**src/rtl/life_pkg.sv**
```systemverilog
// Shared constants and types for the game-of-life cursor logic.
package life_pkg;

  localparam int unsigned GRID_BITS = 4;
  localparam int unsigned NUM_BTN   = 4;

  // Button bit positions on btn_in
  localparam int unsigned BTN_XP  = 0;
  localparam int unsigned BTN_YP  = 1;
  localparam int unsigned BTN_XM  = 2;
  localparam int unsigned BTN_TOG = 3;

  typedef enum logic {
    IDLE  = 1'b0,
    WRITE = 1'b1
  } sched_state_e;

endpackage

```
**src/rtl/cursor_scheduler_if.sv**
```systemverilog
// Board RAM toggle handshake between the cursor scheduler and the board memory.
interface cursor_scheduler_if #(
  parameter int unsigned ADDR_W = 2 * life_pkg::GRID_BITS
);

  logic              wr_req;
  logic [ADDR_W-1:0] wr_addr;
  logic              wr_ack;

  modport master (output wr_req, output wr_addr, input wr_ack);
  modport slave  (input wr_req, input wr_addr, output wr_ack);

endinterface

```
**src/rtl/btn_debounce.sv**
```systemverilog
// One push button: 2-flop synchronizer, debounce counter, stable level and
// a registered one-cycle pulse on each rising edge of the stable level.
module btn_debounce #(
  parameter int unsigned DEBOUNCE_CYCLES = 500000
) (
  input  logic clk,
  input  logic rst_n,
  input  logic btn_raw,
  output logic rise
);

  localparam int unsigned CNT_W = (DEBOUNCE_CYCLES > 1) ? $clog2(DEBOUNCE_CYCLES) : 1;
  localparam logic [CNT_W-1:0] CNT_MAX = CNT_W'(DEBOUNCE_CYCLES - 1);

  logic             sync1_q, sync1_d;
  logic             sync2_q, sync2_d;
  logic             stable_q, stable_d;
  logic             rise_q, rise_d;
  logic [CNT_W-1:0] cnt_q, cnt_d;

  // Synchronize, then flip the stable level after a long enough disagreement
  always_comb begin
    sync1_d  = btn_raw;
    sync2_d  = sync1_q;
    stable_d = stable_q;
    cnt_d    = '0;
    if (sync2_q != stable_q) begin
      if (cnt_q == CNT_MAX) begin
        stable_d = ~stable_q;
      end else begin
        cnt_d = cnt_q + CNT_W'(1);
      end
    end
    rise_d = stable_d & ~stable_q;
  end

  // State registers
  always_ff @(posedge clk) begin
    if (!rst_n) begin
      sync1_q  <= 1'b0;
      sync2_q  <= 1'b0;
      stable_q <= 1'b0;
      rise_q   <= 1'b0;
      cnt_q    <= '0;
    end else begin
      sync1_q  <= sync1_d;
      sync2_q  <= sync2_d;
      stable_q <= stable_d;
      rise_q   <= rise_d;
      cnt_q    <= cnt_d;
    end
  end

  assign rise = rise_q;

endmodule

```
**src/rtl/cursor_scheduler.sv**
```systemverilog
// Edit cursor owner: debounces the four buttons, queues presses, and serves
// them one per cycle in index order (moves, or a RAM toggle via req/ack).
module cursor_scheduler #(
  parameter int unsigned DEBOUNCE_CYCLES = 500000,
  parameter int unsigned GRID_BITS       = life_pkg::GRID_BITS
) (
  input  logic                   clk,
  input  logic                   rst_n,
  input  logic [3:0]             btn_in,
  input  logic [3:0]             switch,
  output logic [GRID_BITS-1:0]   pos_x,
  output logic [GRID_BITS-1:0]   pos_y,
  output logic [2*GRID_BITS-1:0] position,
  cursor_scheduler_if.master     ram,
  output logic                   busy,
  output logic                   led
);

  import life_pkg::*;

  localparam int unsigned ADDR_W = 2 * GRID_BITS;

  logic [NUM_BTN-1:0]   rise;
  logic                 edit_en;
  logic                 run_mode;
  logic                 unused_sw;

  sched_state_e         state_q, state_d;
  logic [NUM_BTN-1:0]   pending_q, pending_d;
  logic [GRID_BITS-1:0] pos_x_q, pos_x_d;
  logic [GRID_BITS-1:0] pos_y_q, pos_y_d;
  logic                 wr_req_q, wr_req_d;
  logic [ADDR_W-1:0]    wr_addr_q, wr_addr_d;
  logic                 busy_q, busy_d;
  logic                 led_q, led_d;

  assign edit_en   = switch[0];
  assign run_mode  = switch[1];
  assign unused_sw = ^switch[3:2];

  for (genvar g = 0; g < NUM_BTN; g++) begin : g_db
    btn_debounce #(
      .DEBOUNCE_CYCLES(DEBOUNCE_CYCLES)
    ) u_db (
      .clk    (clk),
      .rst_n  (rst_n),
      .btn_raw(btn_in[g]),
      .rise   (rise[g])
    );
  end

  // Queue new presses, serve the lowest pending index, run the write handshake
  always_comb begin
    state_d   = state_q;
    pending_d = pending_q | rise;
    pos_x_d   = pos_x_q;
    pos_y_d   = pos_y_q;
    wr_req_d  = wr_req_q;
    wr_addr_d = wr_addr_q;
    busy_d    = 1'b0;
    led_d     = edit_en & ~run_mode;

    case (state_q)
      IDLE: begin
        if (!run_mode && (pending_q != '0)) begin
          if (pending_q[BTN_XP]) begin
            pending_d[BTN_XP] = 1'b0;
            pos_x_d           = pos_x_q + GRID_BITS'(1);
          end else if (pending_q[BTN_YP]) begin
            pending_d[BTN_YP] = 1'b0;
            pos_y_d           = pos_y_q + GRID_BITS'(1);
          end else if (pending_q[BTN_XM]) begin
            pending_d[BTN_XM] = 1'b0;
            pos_x_d           = pos_x_q - GRID_BITS'(1);
          end else begin
            pending_d[BTN_TOG] = 1'b0;
            if (edit_en) begin
              wr_addr_d = {pos_y_q, pos_x_q};
              wr_req_d  = 1'b1;
              state_d   = WRITE;
            end
          end
        end
      end
      WRITE: begin
        if (ram.wr_ack) begin
          wr_req_d = 1'b0;
          state_d  = IDLE;
        end
      end
      default: begin
        state_d = IDLE;
      end
    endcase

    // Run mode discards everything queued; an in-flight write still finishes
    if (run_mode) begin
      pending_d = '0;
    end

    busy_d = (pending_d != '0) || (state_d == WRITE);
  end

  // State registers
  always_ff @(posedge clk) begin
    if (!rst_n) begin
      state_q   <= IDLE;
      pending_q <= '0;
      pos_x_q   <= '0;
      pos_y_q   <= '0;
      wr_req_q  <= 1'b0;
      wr_addr_q <= '0;
      busy_q    <= 1'b0;
      led_q     <= 1'b0;
    end else begin
      state_q   <= state_d;
      pending_q <= pending_d;
      pos_x_q   <= pos_x_d;
      pos_y_q   <= pos_y_d;
      wr_req_q  <= wr_req_d;
      wr_addr_q <= wr_addr_d;
      busy_q    <= busy_d;
      led_q     <= led_d;
    end
  end

  assign pos_x       = pos_x_q;
  assign pos_y       = pos_y_q;
  assign position    = {pos_y_q, pos_x_q};
  assign ram.wr_req  = wr_req_q;
  assign ram.wr_addr = wr_addr_q;
  assign busy        = busy_q;
  assign led         = led_q;

endmodule

```
**src/flat_wrapper.sv**
```systemverilog
// flat-port wrapper written by rule: the top's interface ports become plain ports
module cursor_scheduler_flat import life_pkg::*;
#(
  parameter int unsigned DEBOUNCE_CYCLES = 500000,
  parameter int unsigned GRID_BITS       = life_pkg::GRID_BITS
)
  (clk, rst_n, btn_in, switch, pos_x, pos_y, position, busy, led, ram_wr_req, ram_wr_addr, ram_wr_ack);
  cursor_scheduler_if #(.ADDR_W(8)) ram_i ();
  input  logic clk;
  input  logic rst_n;
  input  logic [3:0] btn_in;
  input  logic [3:0] switch;
  output logic [GRID_BITS-1:0] pos_x;
  output logic [GRID_BITS-1:0] pos_y;
  output logic [2*GRID_BITS-1:0] position;
  output logic busy;
  output logic led;
  output wire logic [$bits(ram_i.wr_req)-1:0] ram_wr_req;
  output wire logic [$bits(ram_i.wr_addr)-1:0] ram_wr_addr;
  input wire logic [$bits(ram_i.wr_ack)-1:0] ram_wr_ack;
  assign ram_wr_req = ram_i.wr_req;
  assign ram_wr_addr = ram_i.wr_addr;
  assign ram_i.wr_ack = ram_wr_ack;
  cursor_scheduler #(.DEBOUNCE_CYCLES(DEBOUNCE_CYCLES), .GRID_BITS(GRID_BITS)) u_core (.clk(clk), .rst_n(rst_n), .btn_in(btn_in), .switch(switch), .pos_x(pos_x), .pos_y(pos_y), .position(position), .ram(ram_i), .busy(busy), .led(led));
endmodule
```
**config.mk**
```make
export PLATFORM = sky130hd
export DESIGN_NAME = cursor_scheduler_flat
export DESIGN_NICKNAME = d
export VERILOG_FILES = /design/src/rtl/life_pkg.sv /design/src/rtl/cursor_scheduler_if.sv /design/src/rtl/btn_debounce.sv /design/src/rtl/cursor_scheduler.sv /design/src/flat_wrapper.sv
export SDC_FILE = /design/constraint.sdc
export NUM_CORES = 1
export LEC_CHECK = 0
export ABC_AREA = 1
export CORE_MARGIN = 5
export CORE_UTILIZATION = 55
export CTS_BUF_LIST = sky130_fd_sc_hd__clkbuf_8
export DETAILED_ROUTE_END_ITERATION = 10
export DONT_BUFFER_PORTS = 1
export PLACE_DENSITY = 0.82
export SLEW_MARGIN = 20
export SYNTH_ARGS = -nofsm -noshare
export SYNTH_HDL_FRONTEND = slang
export SYNTH_SLANG_ARGS = --single-unit
```
**constraint.sdc**
```tcl
create_clock -name clk -period 3.9 [get_ports clk]
set_input_delay 0.585 -clock clk [delete_from_list [all_inputs] [get_ports clk]]
set_output_delay 0.585 -clock clk [all_outputs]
set_load 0.01 [all_outputs]
```
Word-level counts from Yosys, hierarchy flattened
Cells that the tools add are included.
Operators by class
  muxes and demuxes: 34
  add/sub/neg operators: 7
  bitwise logic cells: 20
  equal/unequal tests: 15
  reductions and logical operators: 14
Operators by type and width (count)
  19-bit by 1-bit adder with 19-bit output, second input constant: 4
  19-bit equality test, second input constant: 4
  1-bit 2-to-1 mux: 24
  4-bit 2-to-1 mux: 6
  1-bit inverter: 14
  2-bit inequality test, second input constant: 6
  6-bit AND reduction: 2
  3-bit OR reduction: 4
  4-bit by 1-bit adder with 4-bit output, second input constant: 2
  4-bit AND reduction: 2
  4-bit nonzero test: 2
  1-bit AND: 5
  1-bit inequality test: 4
  4-bit bitwise OR: 1
  1-bit case mux with 2 select lines: 2
  4-bit by 1-bit subtractor with 4-bit output, second input constant: 1
  3-bit 2-to-1 mux: 1
  2-bit 2-to-1 mux: 1
  2-bit by 1-bit inequality test with 1-bit output, second input constant: 1
  2-bit nonzero test: 1
  1-bit logical AND: 1
  1-bit zero test: 1
  1-bit logical OR: 1
Word-level totals
  input bits: 11
  word-level logic and storage cells: 118
  output and inout port bits: 27
  bits in registers: 116

Logic depth before layout (Yosys ltp)
Gate-level depths: netlist (run 1).
  depth after elaboration: 9
  gate-level depth with buffers: 10
  gate-level depth less buffers: 9

Hierarchy
Synthesis (run 1) repeated with hierarchy kept, for this count alone.
Second synthesis, totals
  cells, all modules: 895
  area, all modules: 6009.5 um2
By module, submodules not included
  btn_debounce: instances 4, cells an instance 189, sequential area each 460.4 um2, area each 1213.7 um2
  cursor_scheduler: instances 1, cells an instance 139, sequential area each 480.5 um2, area each 1154.9 um2

Least setup slack after synthesis (run 1)
OpenSTA, ideal clock, no wires.
  kind: register -> register
  start point: register u_core.g_db[3].u_db.cnt_q[0]
  end point: register u_core.g_db[3].u_db.cnt_q[14]
  stages on the path, launching flop included: 8
  path buffers: 1
  setup time: 115 ps
  clock period less this slack: 1427 ps
  data required time: 3785 ps
  setup slack: 2473 ps
  data arrival time: 1312 ps
  cell sequence: dfxtp_1 -> ha_1 -> nand2_1 -> nor2_4 -> nand3_1 -> nand2_2 -> buf_6 -> nor2_1
On the way
  word-level cells in the longest chain between the ends: 2
  elaborated cells between the ends (all ways): 3
  those cells by class: add/sub: 1; eq/ne: 1; reduce/logical: 1
Ends and longest elaborated chain
  start: declaration: line btn_debounce.sv:19  | logic [CNT_W-1:0] cnt_q, cnt_d;
  start signal: assignment: line btn_debounce.sv:50  | cnt_q <= cnt_d;
  branches (longest 2 deep; another with 19-bit by 1-bit adder with 19-bit output)
Several ways; the timed one is not identified.
A chain may end at the register's enable or synchronous reset.

Worst setup path in the final report (run 1)
  start point: register u_core.g_db[3].u_db.cnt_q[0]
  end point: register u_core.g_db[3].u_db.cnt_q[15]
Same word-level chain as after synthesis.

==> results of run 1 <==
logic make-up (layout without fill, tap and decap cells):
logic type | Yosys count | count (layout) | synth area share, %
compound gates | 70 | 70 | 6.622
xor+xnor | 34 | 34 | 5.324
fa+ha+maj | 8 | 8 | 1.924
buf+inv | 106 | 121 | 8.210
flops | 116 | 116 | 41.52
simple gates | 477 | 477 | 36.40
worst max-delay path, stage by stage (launching register included):
cell	delay, ns
dfxtp_1	0.40
ha_1	0.27
nand2_1	0.13
nor2_4	0.16
nand3_1	0.17
nand2_2	0.33
inv_1	0.10
nand2_1	0.08
inv_1	0.04
per-layer routing:
metal	up-vias	global-route usage (%)	part of all wire, %
li1	2555	-	-
met1	2173	22.39	47
met2	95	31.76	47
met3	8	5.622	5.1
met4	0	6.076	0.71
met5	-	0	0
power by group through the flow:
stage / clock (uW) / sequential [uW] / combinational [uW]
2_1_floorplan: 0 / 1220 / 22.3
3_3_place_gp: 0 / 1220 / 20.7
3_5_place_dp: 0 / 1220 / 21.2
4_1_cts: 1170 / 1190 / 21.3
5_1_grt: 1230 / 1190 / 24.5
6_report: 1150 / 1190 / 21.3
stage by stage:
step                      instances  worst slack [ns]  hold slack, ns  area [sq um]  util (%)
after detailed placement        927             2.090          0.4003          5634     57.12
final                           959             2.114          0.2615          6055     61.38
after CTS                       959             2.075          0.2406          6055     61.38
after global routing            959             1.910          0.2346          6055     61.38
after floorplan                 811             2.473          0.3905          5593         -
after global placement          927             2.114          0.3929          5634     57.12
worst max path at each step:
stage	endpoint	from	cells after the start	slack [ns]
2_1_floorplan	u_core.g_db[3].u_db.cnt_q[14]	u_core.g_db[3].u_db.cnt_q[0]	7	2.47
3_3_place_gp	u_core.ram.wr_addr[5]	switch[1]	7	2.11
3_5_place_dp	u_core.ram.wr_addr[5]	switch[1]	7	2.09
4_1_cts	u_core.g_db[3].u_db.cnt_q[15]	u_core.g_db[3].u_db.cnt_q[0]	8	2.07
5_1_grt	u_core.g_db[3].u_db.cnt_q[15]	u_core.g_db[3].u_db.cnt_q[0]	8	1.91
6_report	u_core.g_db[3].u_db.cnt_q[15]	u_core.g_db[3].u_db.cnt_q[0]	8	2.11
synthesized netlist by cell type:
cell type / n
a21oi_1: 45
a31oi_1: 1
and2_1: 1
buf_2: 1
buf_4: 8
buf_6: 4
clkbuf_1: 4
clkinv_1: 1
dfxtp_1: 116
fa_1: 1
ha_1: 7
inv_1: 85
inv_2: 3
nand2_1: 191
nand2_2: 3
nand2_4: 1
nand3_1: 41
nand3_2: 3
nand3b_1: 9
nand4_1: 22
nor2_1: 181
nor2_2: 3
nor2_4: 3
nor3_1: 10
nor3_2: 1
o211ai_1: 1
o21ai_0: 21
o21bai_1: 1
o21bai_4: 1
or2_0: 5
or2_2: 3
xnor2_1: 11
xor2_1: 23
final cells by class:
class                      instances  area (sq um)
clock buffer                      19         261.5
fill                             890          3810
inverter                          89         334.1
clock inverter                    13         158.9
sequential                       116          2322
multi-input combinational        589          2811
tap                              133         166.4
registers in the layout (all words and copies together) (netlist names), 4 cells and up:
register / count
u_core.g_db.u_db.rise: 4
u_core.pending_q: 4
u_core.ram.wr_addr: 8
u_core.pos_y: 4
u_core.g_db.u_db.stable_q: 4
u_core.g_db.u_db.sync2_q: 4
u_core.pos_x: 4
u_core.g_db.u_db.sync1_q: 4
u_core.g_db.u_db.cnt_q: 76
==> results.md, run 1 <==
- Nature of the critical path endpoint: register
- Post-Syn Instances: 811
- Pre-Repair DR Iteration Count: 5
- Vias in the first global route: 4465
- Max-Cap Viols: 0
- Syn_nets: 830
- Yosys top cell by area: dfxtp_1
- YS warnings: 0
- CTS Buffer Depth: 2
- I/O Pins: 38
- Clock sinks: 116
- FF-to-FF End: u_core.g_db[3].u_db.cnt_q[15]
- Clock Power Share: 48.6%
- Worst setup path category: register to register
- Largest cells by area after synthesis: dfxtp_1 (42%), nand2_1 (13%), nor2_1 (12%)
- VDD IR max: 0.2952 mV
- Post-Syn Area per Cell: 6.896 sq um
- Max_slew headroom: 69.87%
- PostCTS Resize Cnt: 0
- Drt total wl: 10.94 mm
- Sw power: 507.9 uW
- Tmin final: 1.786 ns
- CTS tree: yes
- Hold-fix buffers at CTS: 0
- Initial Util: 56.70%
- Worst Hold Depth: 2
- Count of final setup violators: 0
- Wirelength per Cell: 11.41 um
- Sequential share of power: 50.5%
- Die width: 110.8 um
- Hold Path Class: input port to register
- Clk_skew: 0.01282 ns
- Clock Latency Late Sink: 0.42 ns
- N_diodes: 0
- Mapped cell area: 5593 sq um
- Crit path DAT: 2.10 ns
- Cell Int Power: 1858 uW
- Total gr overflow: 0
- Worst Hold Endpoint: u_core.g_db[2].u_db.sync1_q
- DRT iter0 DRCs: 346
- Most common library cell in the layout ignoring fill and taps: nand2_1
- Setup TNS: 0 ns
- RSZ-0062 raised after global routing: false
- First-pass GRT wire length: 19.35 mm
- Worst-case reg-to-reg path depth: 8
- Sw frac: 21.47%
- Synthesis-to-layout area growth: 8.255%
- H-Tree Depth: 4
- Unique masters post-synth: 33
- Reg clk slew, reported paths: 0.07 ns
- Setup repair bufs after CTS: 0
- Seq/Total Area, Yosys: 41.52%
- CP Launch Type: register
- Hold Crit Start: rst_n
- Outcome: finished, final reports clean
- Worst slew pin tran: 0.4513 ns
- Critical R2R Launch: u_core.g_db[3].u_db.cnt_q[0]
- Gr usage total: 18.61%
- Hold Fails Final Rpt: 0
- Port Buffers: 0
- CTS Buf Count: 17
- Total Power: 2366 uW
- Detail Route Antenna Nets: 0
- Most frequent cells in the layout: nand2_1 (191), nor2_1 (181), dfxtp_1 (116), inv_1 (86), a21oi_1 (45)
- Final HPWL DP: 7.676 mm
- Reg2Reg Setup Slack: 2.11 ns
- # rows: 36
- Final nets: 832
- Pwr/cell area: 390.7 nW/um^2
- WP data required: 4.22 ns
- Placer Congestion: 0.9026
- Seq cells post-synth: 116
- Share of cells above drive strength 1: 6.295%
- Tcrit/Tclk final: 45.80%
- Vias per cell: 5.038
- Worst Path Max Fanout: 18
- Total core area: 9864 sq um
- DRC viols: 0
- Die area: 12290 sq um
- Die boundary height: 110.8 um
- Clock root cell: clkbuf_8
- Leakage: 0.002098 uW
- Top-area cell type share of the netlist area: 41.52%
- Combinational Power Share: 0.9%
- Vias: 4831
- Max Fclk: 559.9 MHz
- Number of max-slew violations in the final report: 0
- Largest net degree at the start of global routing: 33
- Initial antenna violation count: 0
No activity file was read; power rests on OpenSTA's default activity.
==> run 2: changes to the inputs <==
==> constraint.sdc (replaced) <==
create_clock -name clk -period 1.65 [get_ports clk]
set_input_delay 0.2475 -clock clk [delete_from_list [all_inputs] [get_ports clk]]
set_output_delay 0.2475 -clock clk [all_outputs]
set_load 0.01 [all_outputs]
==> results.md, run 2 (synthesis results as in run 1) <==
- Max_slew headroom: 28.44%
- Clk_skew: 0.01009 ns
- Clock Latency Late Sink: 0.43 ns
- Leakage: 0.002232 uW
- Initial antenna violation count: 0
- First-pass GRT wire length: 19.74 mm
- Total gr overflow: 0
- CP Launch Type: input port
- Max-Cap Viols: 0
- Vias: 4896
- Detail Route Antenna Nets: 0
- Hold Fails Final Rpt: 0
- Die boundary height: 110.8 um
- Largest net degree at the start of global routing: 30
- Nature of the critical path endpoint: register
- Placer Congestion: 0.9155
- Vias per cell: 4.981
- WP data required: 2.01 ns
- Crit path DAT: 1.93 ns
- Most frequent cells in the layout: nand2_1 (191), nor2_1 (180), dfxtp_1 (116), inv_1 (87), a21oi_1 (45)
- DRC viols: 0
- Pre-Repair DR Iteration Count: 5
- Pwr/cell area: 890.8 nW/um^2
- Final HPWL DP: 7.913 mm
- Area post-placement: 5782 sq um
- Max reg flops: 76
- Count of final setup violators: 0
- N_diodes: 0
- H-Tree Depth: 4
- Vias in the first global route: 4649
- Filler instances: 837
- Clock sinks: 116
- Port Buffers: 0
- CTS Buffer Depth: 2
- Worst setup path category: input port to register
- Setup TNS: 0 ns
- Tcrit/Tclk final: 95.14%
- Reg clk slew, reported paths: 0.06 ns
- Worst Hold Endpoint: u_core.state_q
- Critical Path Max Stage Delay: 1.24 ns
- Cell area after layout: 6270 sq um
- Final nets: 857
- VDD IR max: 0.5951 mV
- Number of max-slew violations in the final report: 0
- Delay-heaviest family, CP: buffers and inverters
- Die area: 12290 sq um
- RSZ-0062 raised after global routing: false
- Worst-case reg-to-reg path depth: 8
- Worst slew pin tran: 1.070 ns
- Buffers & Inverters on Critical Path: 1
- CP cell instances: dlygate4sd3_1 > o21ai_0 > nor2_1
- Drt total wl: 11.37 mm
- I/O Pins: 38
- CTS Buf Count: 17
- Synthesis-to-layout area growth: 12.10%
- FF-to-FF End: u_core.g_db[0].u_db.cnt_q[16]
- Tmin final: 1.570 ns
- Max Fclk: 637.0 MHz
- Total Power: 5585 uW
- Worst Hold Depth: 3
- # rows: 36
- Most common library cell in the layout ignoring fill and taps: nand2_1
- Gr usage total: 18.89%
- CTS tree: yes
- Worst hold margin: 0.03014 ns
- Setup repair bufs after CTS: 0
- Critical Path Slowest Stage Cell: dlygate4sd3_1
- Reg2Reg Setup Slack: 0.14 ns
- Total core area: 9864 sq um
- Share of cells above drive strength 1: 8.118%
- DRT iter0 DRCs: 318
- Hold Crit Start: ram_wr_ack
- Critical R2R Launch: u_core.g_db[0].u_db.cnt_q[1]
- Outcome: finished, final reports clean
- Worst Path Max Fanout: 29
- Hold Path Class: input port to register
- Wirelength per Cell: 11.57 um
- Most flop-heavy register: u_core.g_db.u_db.cnt_q
- Die width: 110.8 um
- Initial Util: 56.70%
- Clock root cell: clkbuf_8
## run 2: per-stage QoR
step                      utilization, %  std cells  setup slack [ns]
after detailed placement           58.61        945            0.1290
after floorplan                        -        811            0.2231
after global placement             58.61        945            0.1798
after global routing               63.56        983          0.002468
final                              63.56        983           0.08025
after CTS                          63.48        983            0.1083
## run 2: worst max path at each step
stage,startpoint,endpoint,slack [ns],cells past startpoint
2_1_floorplan,u_core.g_db[3].u_db.cnt_q[0],u_core.g_db[3].u_db.cnt_q[14],0.22,7
3_3_place_gp,u_core.g_db[1].u_db.cnt_q[1],u_core.g_db[1].u_db.cnt_q[18],0.18,8
3_5_place_dp,u_core.g_db[1].u_db.cnt_q[1],u_core.g_db[1].u_db.cnt_q[18],0.13,8
4_1_cts,u_core.g_db[0].u_db.cnt_q[1],u_core.g_db[0].u_db.cnt_q[16],0.11,8
5_1_grt,rst_n,u_core.pos_x[1],0.002,3
6_report,rst_n,u_core.pos_x[1],0.08,3
## run 2: worst register-to-register path, cell delays in order, from the launching register on
cell and delay, ns:
dfxtp_1 0.35, ha_1 0.26, nand3_1 0.18, nor2_4 0.17, nand3_1 0.15, nor2_1 0.13
nand2_1 0.06, nand3_1 0.07, inv_1 0.04
## run 2: cell type report
type                            instances  area (sq um)  area share (%)
Clock buffer                           20         275.3           4.390
Clock inverter                         11         135.1           2.155
Inverter                               89         334.1           5.328
Multi-Input combinational cell        589          2819           44.96
Sequential cell                       116          2322           37.04
Tap cell                              133         166.4           2.654
Timing Repair Buffer                   25         217.7           3.472
## run 2: layer usage
metal / share of wire (%) / vias to the layer above / global-route usage (%) / routed length, um
li1: - / 2604 / - / -
met1: 46 / 2174 / 22.64 / 5227
met2: 48 / 92 / 32.36 / 5457
met3: 4.2 / 26 / 5.076 / 483
met4: 1.8 / 0 / 7.061 / 199
met5: 0 / - / 0 / 0
## run 2: report_power, final
group / internal, uW / total, uW / switching, uW
sequential: 2810 / 2820 / 7.27
combinational: 33.8 / 87.0 / 53.2
clock: 1580 / 2680 / 1090
total: 4430 / 5580 / 1150
## run 2: what timing repair did
action / in CTS / in global routing
hold buffers: 7 / 0
endpoints found under the setup margin: 0 / 2
endpoints found under the hold margin: 32 / 0
gates resized for setup: 0 / 2
==> run 3: changes to the inputs <==
==> constraint.sdc (replaced) <==
create_clock -name clk -period 1.65 [get_ports clk]
set_input_delay 0.33 -clock clk [delete_from_list [all_inputs] [get_ports clk]]
set_output_delay 0.33 -clock clk [all_outputs]
set_load 0.01 [all_outputs]
==> results.md, run 3 (synthesis results as in run 1) <==
- Most common library cell in the layout ignoring fill and taps: nand2_1
- Worst slew pin tran: 0.4098 ns
- Tmin final: 1.476 ns
- Die boundary height: 110.8 um
- Most frequent cells in the layout: nand2_1 (191), nor2_1 (181), dfxtp_1 (116), inv_1 (85), a21oi_1 (45)
- Sequential cell area: 2322 sq um
- Final HPWL DP: 7.822 mm
- Non-filler cells, final: 983
- VDD IR max: 0.7985 mV
- Drt total wl: 11.24 mm
- DRC viols: 0
- Hold Crit Start: btn_in[0]
- H-Tree Depth: 4
- DRT iter0 DRCs: 430
- I/O Pins: 38
- # placed instances: 945
- Wirelength per Cell: 11.44 um
- Vias per cell: 5.012
- Area post-placement: 5769 sq um
- # rows: 36
- CTS Buffer Depth: 2
- Setup repair bufs after CTS: 0
- First-pass GRT wire length: 19.64 mm
- Hold Path Class: input port to register
- Clock sinks: 116
- Count of final setup violators: 0
- Worst-case reg-to-reg path depth: 8
- Max_slew headroom: 72.59%
- Cell area after layout: 6251 sq um
- Pre-Repair DR Iteration Count: 5
- Number of max-slew violations in the final report: 0
- FF-to-FF End: u_core.g_db[1].u_db.cnt_q[14]
- Crit path DAT: 1.78 ns
- Final WS setup: 0.1744 ns
- Vias: 4927
- CP Launch Type: register
- Max-Cap Viols: 0
- Clock Latency Late Sink: 0.42 ns
- Reg2Reg Setup Slack: 0.17 ns
- Pre-CTS WS: 0.1684 ns
- WP data required: 1.95 ns
- Reg clk slew, reported paths: 0.07 ns
- Filler instances: 828
- Worst setup path category: register to register
- Max reg flops: 76
- Placer Congestion: 0.9026
- CTS tree: yes
- Worst Hold Depth: 2
- Vias in the first global route: 4598
- Total core area: 9864 sq um
- Hold Fails Final Rpt: 0
- Share of cells above drive strength 1: 8.353%
- Detail Route Antenna Nets: 0
- Most flop-heavy register: u_core.g_db.u_db.cnt_q
- Largest net degree at the start of global routing: 26
- Initial Util: 56.70%
- Total gr overflow: 0
- Area occupied by multi-input gates: 2816 sq um
- Pwr/cell area: 892.7 nW/um^2
- CTS Buf Count: 17
- Setup TNS: 0 ns
- Leakage: 0.002210 uW
- Clk_skew: 0.009826 ns
- Gr usage total: 18.85%
- N_diodes: 0
- Max Fclk: 677.7 MHz
- Worst Hold Endpoint: u_core.g_db[0].u_db.sync1_q
- Outcome: finished, final reports clean
- RSZ-0062 raised after global routing: false
- Nature of the critical path endpoint: register
- Initial antenna violation count: 0
- Worst Path Max Fanout: 18
- Die area: 12290 sq um
- Port Buffers: 0
- Final nets: 856
- Tcrit/Tclk final: 89.43%
- Critical R2R Launch: u_core.g_db[1].u_db.cnt_q[1]
- Clock root cell: clkbuf_8
- Die width: 110.8 um
- Synthesis-to-layout area growth: 11.77%
run 3: what timing repair did:
item | CTS | global route
resized for setup | 0 | 1
endpoints found under the hold margin | 8 | 2
setup endpoints to repair | 0 | 1
hold buffers | 5 | 1
run 3: worst max-delay path, stage by stage (launching register included):
cell,delay (ns)
dfxtp_1,0.35
ha_1,0.20
nand2_2,0.09
nor2_4,0.16
inv_2,0.08
nor2_4,0.09
nand3_2,0.11
nand2_4,0.21
a21oi_1,0.07
run 3: cell type report:
| type | instances | area share [%] |
|---|---|---|
| Tap cell | 133 | 2.662 |
| Inverter | 89 | 5.344 |
| Timing Repair Buffer | 24 | 3.122 |
| Multi-Input combinational cell | 589 | 45.06 |
| Sequential cell | 116 | 37.15 |
| Clock inverter | 15 | 2.922 |
| Clock buffer | 17 | 3.743 |
run 3: layer usage:
layer	global-route usage (%)	up-vias	routed length (um)
met5	0	-	0
met3	6.441	13	551
li1	-	2607	-
met2	32.61	103	5426
met4	5.583	0	127
met1	22.06	2204	5137
run 3: power by group:
group / total (uW) / switching [uW] / internal (uW)
combinational: 78.7 / 47.4 / 31.3
clock: 2680 / 1180 / 1500
sequential: 2820 / 7.80 / 2810
total: 5580 / 1230 / 4350
run 3: how the worst max path moves through the flow:
stage | from | end | depth (start not counted)
floorplan | u_core.g_db[3].u_db.cnt_q[0] | u_core.g_db[3].u_db.cnt_q[14] | 7
global placement | u_core.g_db[1].u_db.cnt_q[1] | u_core.g_db[1].u_db.cnt_q[18] | 8
detailed placement | u_core.g_db[1].u_db.cnt_q[1] | u_core.g_db[1].u_db.cnt_q[9] | 8
CTS | u_core.g_db[0].u_db.cnt_q[1] | u_core.g_db[0].u_db.cnt_q[16] | 8
global route | u_core.g_db[0].u_db.cnt_q[1] | u_core.g_db[0].u_db.cnt_q[16] | 8
finish | u_core.g_db[1].u_db.cnt_q[1] | u_core.g_db[1].u_db.cnt_q[14] | 8
run 3: metrics by stage:
stage	hold WS, ns	total power [uW]	util, %
global route	0.006781	5784	63.37
global placement	0.3917	2942	58.49
floorplan	0.3905	2935	-
CTS	0.002068	5634	63.22
finish	0.02130	5580	63.37
detailed placement	0.4007	2945	58.49
